**src/rtl/paddle_pair_view.sv**
```systemverilog
// Draws both Pong paddles as vertical point runs on the XY scope, left then right.
// One LOAD cycle per segment, then dwell+1 cycles per point; free-running, no backpressure.
module paddle_pair_view #(
  parameter int COORD_W = 8,
  parameter int Y_MAX   = 220,
  parameter int X_LEFT  = 0,
  parameter int X_RIGHT = 255,
  parameter int HW_W    = 6,
  parameter int DWELL_W = 4,
  parameter int Y_STEP  = 1
) (
  input  logic               clk,
  input  logic               rst,
  input  logic               en,
  input  logic [COORD_W-1:0] y_mid_l,
  input  logic [COORD_W-1:0] y_mid_r,
  input  logic [HW_W-1:0]    half_w,
  input  logic [DWELL_W-1:0] dwell,
  output logic [COORD_W-1:0] x_out,
  output logic [COORD_W-1:0] y_out,
  output logic               beam_on,
  output logic               side,
  output logic               seg_done,
  output logic               frame_done
);

  localparam int CW1 = COORD_W + 1;
  localparam logic [COORD_W:0] YMAX_E = CW1'(Y_MAX);
  localparam logic [COORD_W:0] STEP_E = CW1'(Y_STEP);

  typedef enum logic [1:0] {IDLE, LOAD, DRAW} state_t;

  state_t             state, state_n;
  logic [COORD_W-1:0] x_n, y_n, y_max_r, y_max_n;
  logic [DWELL_W-1:0] dwell_r, dwell_n, cnt_r, cnt_n, cnt_inc;
  logic               beam_n, side_n, seg_n, frame_n;

  logic [COORD_W-1:0] mid_sel;
  logic [COORD_W:0]   mid_e, midc, hw_e, sum_e, lo_e, hi_e, lo_step_e;
  logic [COORD_W:0]   y_next_e, y_next2_e;
  logic               last_pt;

  // Bound arithmetic is one bit wider than the coordinates so nothing wraps.
  always_comb begin
    mid_sel   = side ? y_mid_r : y_mid_l;
    mid_e     = {1'b0, mid_sel};
    midc      = (mid_e > YMAX_E) ? YMAX_E : mid_e;
    hw_e      = CW1'(half_w);
    sum_e     = midc + hw_e;
    lo_e      = (midc >= hw_e) ? (midc - hw_e) : '0;
    hi_e      = (sum_e <= YMAX_E) ? sum_e : YMAX_E;
    lo_step_e = lo_e + STEP_E;
    y_next_e  = {1'b0, y_out} + STEP_E;
    y_next2_e = y_next_e + STEP_E;
    last_pt   = (y_next_e >= {1'b0, y_max_r});
    cnt_inc   = cnt_r + DWELL_W'(1);
  end

  // seg_done is computed one cycle ahead so it lands registered on the final hold cycle.
  always_comb begin
    state_n = state;
    x_n     = x_out;
    y_n     = y_out;
    beam_n  = beam_on;
    side_n  = side;
    seg_n   = 1'b0;
    frame_n = 1'b0;
    y_max_n = y_max_r;
    dwell_n = dwell_r;
    cnt_n   = cnt_r;
    case (state)
      IDLE: begin
        beam_n = 1'b0;
        side_n = 1'b0;
        if (en) state_n = LOAD;
      end
      LOAD: begin
        x_n     = side ? COORD_W'(X_RIGHT) : COORD_W'(X_LEFT);
        y_n     = lo_e[COORD_W-1:0];
        y_max_n = hi_e[COORD_W-1:0];
        dwell_n = dwell;
        cnt_n   = '0;
        beam_n  = 1'b1;
        state_n = DRAW;
        seg_n   = (dwell == '0) && (lo_step_e >= hi_e);
        frame_n = seg_n && side;
      end
      DRAW: begin
        if (seg_done) begin
          beam_n = 1'b0;
          if (en) begin
            state_n = LOAD;
            side_n  = ~side;
          end else begin
            // Dropping en after the left segment skips the right one.
            state_n = IDLE;
            side_n  = 1'b0;
          end
        end else if (cnt_r == dwell_r) begin
          y_n     = y_next_e[COORD_W-1:0];
          cnt_n   = '0;
          seg_n   = (dwell_r == '0) && (y_next2_e >= {1'b0, y_max_r});
          frame_n = seg_n && side;
        end else begin
          cnt_n   = cnt_inc;
          seg_n   = (cnt_inc == dwell_r) && last_pt;
          frame_n = seg_n && side;
        end
      end
      default: begin
        state_n = IDLE;
        beam_n  = 1'b0;
      end
    endcase
  end

  always_ff @(posedge clk) begin
    if (rst) begin
      state      <= IDLE;
      x_out      <= COORD_W'(X_LEFT);
      y_out      <= '0;
      beam_on    <= 1'b0;
      side       <= 1'b0;
      seg_done   <= 1'b0;
      frame_done <= 1'b0;
      y_max_r    <= '0;
      dwell_r    <= '0;
      cnt_r      <= '0;
    end else begin
      state      <= state_n;
      x_out      <= x_n;
      y_out      <= y_n;
      beam_on    <= beam_n;
      side       <= side_n;
      seg_done   <= seg_n;
      frame_done <= frame_n;
      y_max_r    <= y_max_n;
      dwell_r    <= dwell_n;
      cnt_r      <= cnt_n;
    end
  end

endmodule

```
**config.mk**
```make
export PLATFORM = sky130hd
export DESIGN_NAME = paddle_pair_view
export DESIGN_NICKNAME = d
export VERILOG_FILES = /design/src/rtl/paddle_pair_view.sv
export SDC_FILE = /design/constraint.sdc
export NUM_CORES = 1
export LEC_CHECK = 0
export CORE_MARGIN = 2
export CORE_UTILIZATION = 36
export CTS_CLUSTER_SIZE = 10
export DETAILED_ROUTE_END_ITERATION = 8
export PLACE_DENSITY = 0.62
export SETUP_SLACK_MARGIN = 0.1
export SLEW_MARGIN = 30
export SYNTH_ARGS = -nofsm -noshare
export SYNTH_HDL_FRONTEND = slang
export SYNTH_SLANG_ARGS = --single-unit
```
**constraint.sdc**
```tcl
create_clock -name clk -period 14.7 [get_ports clk]
set_input_delay 2.94 -clock clk [delete_from_list [all_inputs] [get_ports clk]]
set_output_delay 2.94 -clock clk [all_outputs]
set_load 0.005 [all_outputs]
```
==> impl_metrics.csv, run 1 <==
group,metric,value,unit
run_status,status,"finished clean",
synth,syn_area_per_cell,7.912,um^2
clocking,root_buffer,"clkbuf_8",
placed_design,dp_hpwl,7714,um
drt,routed_via_density,5.381,
clocking,clk_path_buf_depth,2,
grt,grt_util_met3,0.01942,
floorplan,die_area,10860,um^2
cells_and_area,finalInstanceArea,4284,um^2
synth,yosysUniqueCellTypes,74,
cells_and_area,nFillCells,1015,
grt,antenna_found_initial,0,
grt,grt_busiest_layer,"met2",
sta,maxSlewHeadroom,0.3869,
placed_design,place.gp.congestion,0.9208,
grt,grt-ovfl-total,0,
synth,seq_area_frac_synth,0.1716,
floorplan,die_y,104.2,um
drt,first_iter_violations,163,
sta,max_freq,0.1208,GHz
floorplan,die_w,104.2,um
grt,grt_use_met1,0.2244,
floorplan,initial_core_util,0.3699,
drt,drt-total-wl,9511,um
clocking,cts.sinks,31,
cells_and_area,syn2layout_area_growth,18.48,%
power,total_power,0.3720,mW
sta,hold_violations,0,
setup_path,path_max_fanout,11,
clocking,cts_hold_buf,0,
sta,finalMaxSlewViolations,0,
synth,netlist.area_leader.share,0.1716,
drt,num_vias,3374,
setup_path,required,14840,ps
grt,grt_max_degree,32,
cells_and_area,final_common_cell,"nor2_1",
synth,synthArstFlopShare,0,
sta,rsz0062_at_grt,"no",
placed_design,portBuffers,48,
floorplan,io_pins,49,
setup_path,endpoint_kind,"flop",
synth,syn_inst,457,
synth,synth_nets,532,
drt,final_antenna_net_count,0,
sta,period_needed,8279,ps
power,power_density,86.83,nW/um^2
sta,whs,488.0,ps
clocking,clk_latency,280,ps
synth,synth-edff-count,0,
clocking,cts_tree,"yes",
sta,tns,0,ps
job,drv_cap,0,
sta,period_share,0.5632,
synth,yosys_warnings,0,
drt,wire_per_inst,15.17,um
sta,setup_viol,0,
drt,drc,0,
synth,yosysTopAreaCell,"dfxtp_1",
floorplan,coreArea,9774,um^2
power,vdd.ir_drop.worst,0.03688,mV
setup_path,cp.arrival,8420,ps
cells_and_area,multi_input_area,2764,um^2
clocking,cts_buffers,5,
synth,ys_ff_latch,31,
sta,finClkSkew,6.965,ps
setup_path,path_buf_inv,1,
synth,syn_area,3616,um^2
cells_and_area,nNetsFinal,568,
setup_path,path_cells,"clkdlybuf4s50_1 > mux2i_1 > nor2_1 > o21ai_0 > nand2_1 > ha_1 > o21ai_0 > o311ai_1 > o221a_2 > nor4_1 > a211oi_4 > nor2_1 > or3b_1 > ha_1 > a21o_1 > a21o_1 > a21o_1 > a211oi_1 > o21ai_0 > a32oi_1 > a21boi_0",
power,p_leak,1.726,nW
cells_and_area,n_antenna_cell,0,
drt,first_pass_iters,4,
clocking,post_cts_buffers,0,
clocking,cts-htree-levels,2,
grt,grt_pass1_vias,3302,
setup_path,cpMaxStageDelayCell,"mux2i_1",
grt,grt_first_pass_wirelength,15860,um
sta,worstMarginPinSlew,918.3,ps
cells_and_area,seq_area,620.6,um^2
floorplan,core.rowCount,36,
clocking,clkTransAtPathRegs,70,ps
clocking,cts_resized,0,
cells_and_area,drive_gt1_frac,0.06275,
grt,use_met2,0.3092,
setup_path,cpLargestDelayFamily,"compound AO/OA/AOI/OAI gates",
setup_path,crit_type,"input pin to flop",
grt,track_usage,0.1743,
synth,synthTopCellsByArea,"dfxtp_1 (17%), ha_1 (16%), nor2_1 (6.0%)",
synth,synth-main-ff-cell,"dfxtp_1",
cells_and_area,final_util,0.4383,
min_path,hold_path.class,"flop to flop",
setup_path,crit_path_start_kind,"input pin",
setup_path,cp_slowest_stage_delay,550,ps
placed_design,placed_cell_area,4167,um^2
cells_and_area,final_cell_mix,"nor2_1 (58), clkdlybuf4s50_1 (48), ha_1 (46)",
-- metal layers --
layer / vias up / part of all wire
li1: 1710 / -
met4: 0 / 0.013
met1: 1565 / 0.47
met2: 88 / 0.48
met3: 11 / 0.038
met5: - / 0
-- path summary, 6_finish.rpt --
path | from | endpoint | slack (ps) | cells past startpoint
worst min-delay path | y_max_r[6]$_SDFFE_PP0P_ | y_max_r[6]$_SDFFE_PP0P_ | 490 | 2
worst max-delay path | y_mid_r[6] | frame_done$_SDFF_PP0_ | 6420 | 21
worst min register to register | y_max_r[6]$_SDFFE_PP0P_ | y_max_r[6]$_SDFFE_PP0P_ | 490 | 2
worst max register to register | side$_SDFFE_PP0P_ | frame_done$_SDFF_PP0_ | 8470 | 20
-- stage by stage --
step           cells  setup slack (ps)
6_report         627              6421
3_3_place_gp     619              6343
2_1_floorplan    457              7206
3_5_place_dp     619              6178
5_1_grt          627              5962
4_1_cts          627              6490
-- power by group --
group	internal [mW]	leakage, nW	switching (mW)
Sequential	0.0912	0.253	0.00876
Combinational	0.0828	1.41	0.101
Clock	0.0549	0.0612	0.0337
Total	0.229	1.73	0.143
-- worst min-delay path, delay by kind of cell (launching register included) --
family / cells / cell delay [ps]
flip-flops: 1 / 310
AO/OA/AOI/OAI: 1 / 50
AND/OR/NAND/NOR: 1 / 80
-- cell usage after synthesis (10+ instances only) --
cell / instances
ha_1: 46
xnor2_1: 17
clkbuf_1: 10
inv_1: 32
a21oi_1: 20
nor3_1: 16
nand3_1: 12
mux2i_1: 15
nand2_1: 21
nor2_1: 58
o21ai_0: 23
xor2_1: 16
dfxtp_1: 31
-- registers in the layout, summed over array words and instances, names as in the netlist --
register    cells
state           2
y_out           8
cnt_r           4
dwell_r         4
side            1
y_max_r         8
beam_on         1
seg_done        1
frame_done      1
x_out           1
-- cell type report --
type | count | share of cell area
clock buffer | 6 | 0.01928
clock inverter | 2 | 0.008178
inverter | 32 | 0.02804
multi-input combinational | 373 | 0.6452
sequential | 31 | 0.1449
tap | 133 | 0.03884
timing repair buffer | 50 | 0.1157
-- kinds of logic (layout without fill, tap and decap cells) --
group | Yosys count | count (layout) | share of synthesized area
and+or+nand+nor | 170 | 170 | 0.2491
AOI/OAI and AO/OA | 103 | 103 | 0.2135
buffers and inverters | 53 | 90 | 0.06574
adders and majority gates | 46 | 46 | 0.1592
xor gates and xnor gates | 33 | 33 | 0.07993
DFF | 31 | 31 | 0.1716
muxes | 20 | 20 | 0.05986
other | 1 | 1 | 0.001037
(Power assumes the default switching activity.)
==> inputs of run 2 (changes only) <==
Clock period 14.7 ns to 8.35 ns, I/O delays scaled along.
==> impl_metrics.csv, run 2 (same netlist as run 1, synthesis figures left out) <==
group,metric,value,unit
sta,setup_viol,0,
placed_design,place.gp.congestion,0.9207,
sta,whs,471.2,ps
setup_path,path_max_fanout,11,
floorplan,core.rowCount,36,
floorplan,die_area,10860,um^2
cells_and_area,final_cell_mix,"nor2_1 (58), clkdlybuf4s50_1 (48), ha_1 (46)",
cells_and_area,syn2layout_area_growth,18.48,%
power,power_density,153.1,nW/um^2
placed_design,portBuffers,48,
clocking,cts.sinks,31,
cells_and_area,n_antenna_cell,0,
cells_and_area,multi_input_area,2764,um^2
placed_design,dp_hpwl,7681,um
power,switching_power,0.2529,mW
cells_and_area,drive_gt1_frac,0.06275,
drt,first_iter_violations,111,
clocking,clk_path_buf_depth,2,
grt,grt_max_degree,32,
setup_path,reg2reg_slack,2160,ps
clocking,cts-htree-levels,2,
power,comb_power_share,0.493,
setup_path,crit_path_start_kind,"input pin",
sta,hold_violations,0,
sta,max_freq,0.1442,GHz
clocking,cts_buffers,5,
setup_path,endpoint_kind,"flop",
clocking,cts_resized,0,
min_path,hold_path.class,"flop to flop",
drt,final_antenna_net_count,0,
floorplan,die_y,104.2,um
setup_path,worstReg2RegStart,"side$_SDFFE_PP0P_",
drt,num_vias,3396,
min_path,hold_depth,2,
setup_path,reg2reg_depth,20,
clocking,clk_latency,290,ps
power,pwr-share-seq,0.269,
floorplan,coreArea,9774,um^2
cells_and_area,final_util,0.4383,
cells_and_area,fin_cells,627,
floorplan,die_w,104.2,um
grt,track_usage,0.1752,
power,pwr-share-clk,0.238,
sta,worstMarginPinSlew,945.0,ps
sta,tns,0,ps
min_path,min_to,"y_max_r[5]$_SDFFE_PP0P_",
cells_and_area,final_common_cell,"nor2_1",
sta,period_share,0.8303,
clocking,cts_tree,"yes",
floorplan,initial_core_util,0.3699,
drt,drt-total-wl,9471,um
power,p_int,0.4028,mW
grt,grt-ovfl-total,0,
sta,period_needed,6933,ps
drt,routed_via_density,5.416,
placed_design,place_inst,619,
power,vdd.ir_drop.worst,0.07068,mV
job,drv_cap,0,
drt,first_pass_iters,5,
cells_and_area,nFillCells,995,
sta,finalMaxSlewViolations,0,
grt,antenna_found_initial,0,
drt,wire_per_inst,15.11,um
setup_path,r2r-end,"frame_done$_SDFF_PP0_",
sta,rsz0062_at_grt,"no",
setup_path,cp.arrival,7080,ps
clocking,clkTransAtPathRegs,70,ps
cells_and_area,nNetsFinal,568,
cells_and_area,top_regs,"y_max_r (8), y_out (8)",
setup_path,required,8500,ps
cells_and_area,seq_area,620.6,um^2
power,switching_share,0.3857,
min_path,hold_start,"y_max_r[5]$_SDFFE_PP0P_",
sta,finClkSkew,7.948,ps
clocking,cts_hold_buf,0,
grt,grt_first_pass_wirelength,15900,um
sta,maxSlewHeadroom,0.3691,
grt,grt_pass1_vias,3316,
power,p_leak,1.726,nW
run_status,status,"finished clean",
floorplan,io_pins,49,
clocking,post_cts_buffers,0,
drt,drc,0,
clocking,root_buffer,"clkbuf_8",
setup_path,crit_type,"input pin to flop",
run 2: cell counts in the layout (fill, tap and decap cells not counted):
No cell type changed its count.
run 2: cell type report:
type | count | area share
sequential | 31 | 0.1449
inverter | 32 | 0.02804
multi-input combinational | 373 | 0.6452
clock inverter | 2 | 0.008178
clock buffer | 6 | 0.01928
tap | 133 | 0.03884
timing repair buffer | 50 | 0.1157
run 2: critical path: stages:
cell             delay, ps
clkdlybuf4s50_1        430
mux2i_1                520
nor2_1                 180
o21ai_0                220
nand2_1                180
ha_1                   500
o21ai_0                200
o311ai_1               470
o221a_2                280
nor4_1                  70
a211oi_4               370
nor2_1                 100
or3b_1                 400
ha_1                   310
a21o_1                 150
a21o_1                 170
a21o_1                 170
a211oi_1               230
o21ai_0                130
a32oi_1                190
a21boi_0               120
run 2: metal layers:
layer,share of wire,GRT usage,vias up
li1,-,-,1709
met1,0.47,0.2286,1582
met2,0.47,0.3017,88
met3,0.036,0.02068,17
met4,0.021,0.05405,0
met5,0,0,-
run 2: power by group through the flow:
stage               registers [mW]  logic (mW)  clock network (mW)
floorplan                    0.176       0.230                   0
global placement             0.179       0.312                   0
detailed placement           0.180       0.320                   0
CTS                          0.176       0.322               0.160
global route                 0.178       0.367               0.167
finish                       0.176       0.323               0.156
run 2: worst max path at each step:
stage | startpoint | to | cells after the start
CTS | y_mid_r[6] | frame_done$_SDFF_PP0_ | 21
global route | y_mid_r[1] | frame_done$_SDFF_PP0_ | 21
detailed placement | y_mid_r[6] | frame_done$_SDFF_PP0_ | 21
global placement | y_mid_r[6] | frame_done$_SDFF_PP0_ | 21
finish | y_mid_r[6] | frame_done$_SDFF_PP0_ | 21
floorplan | y_mid_r[1] | frame_done$_SDFF_PP0_ | 22
run 2: through the flow:
step	worst slack, ps	total power [mW]	area, um^2
finish	1417	0.6558	4284
global route	803.6	0.7119	4284
CTS	1428	0.6580	4284
detailed placement	1123	0.4999	4167
global placement	1263	0.4906	4160
floorplan	2126	0.4060	3616
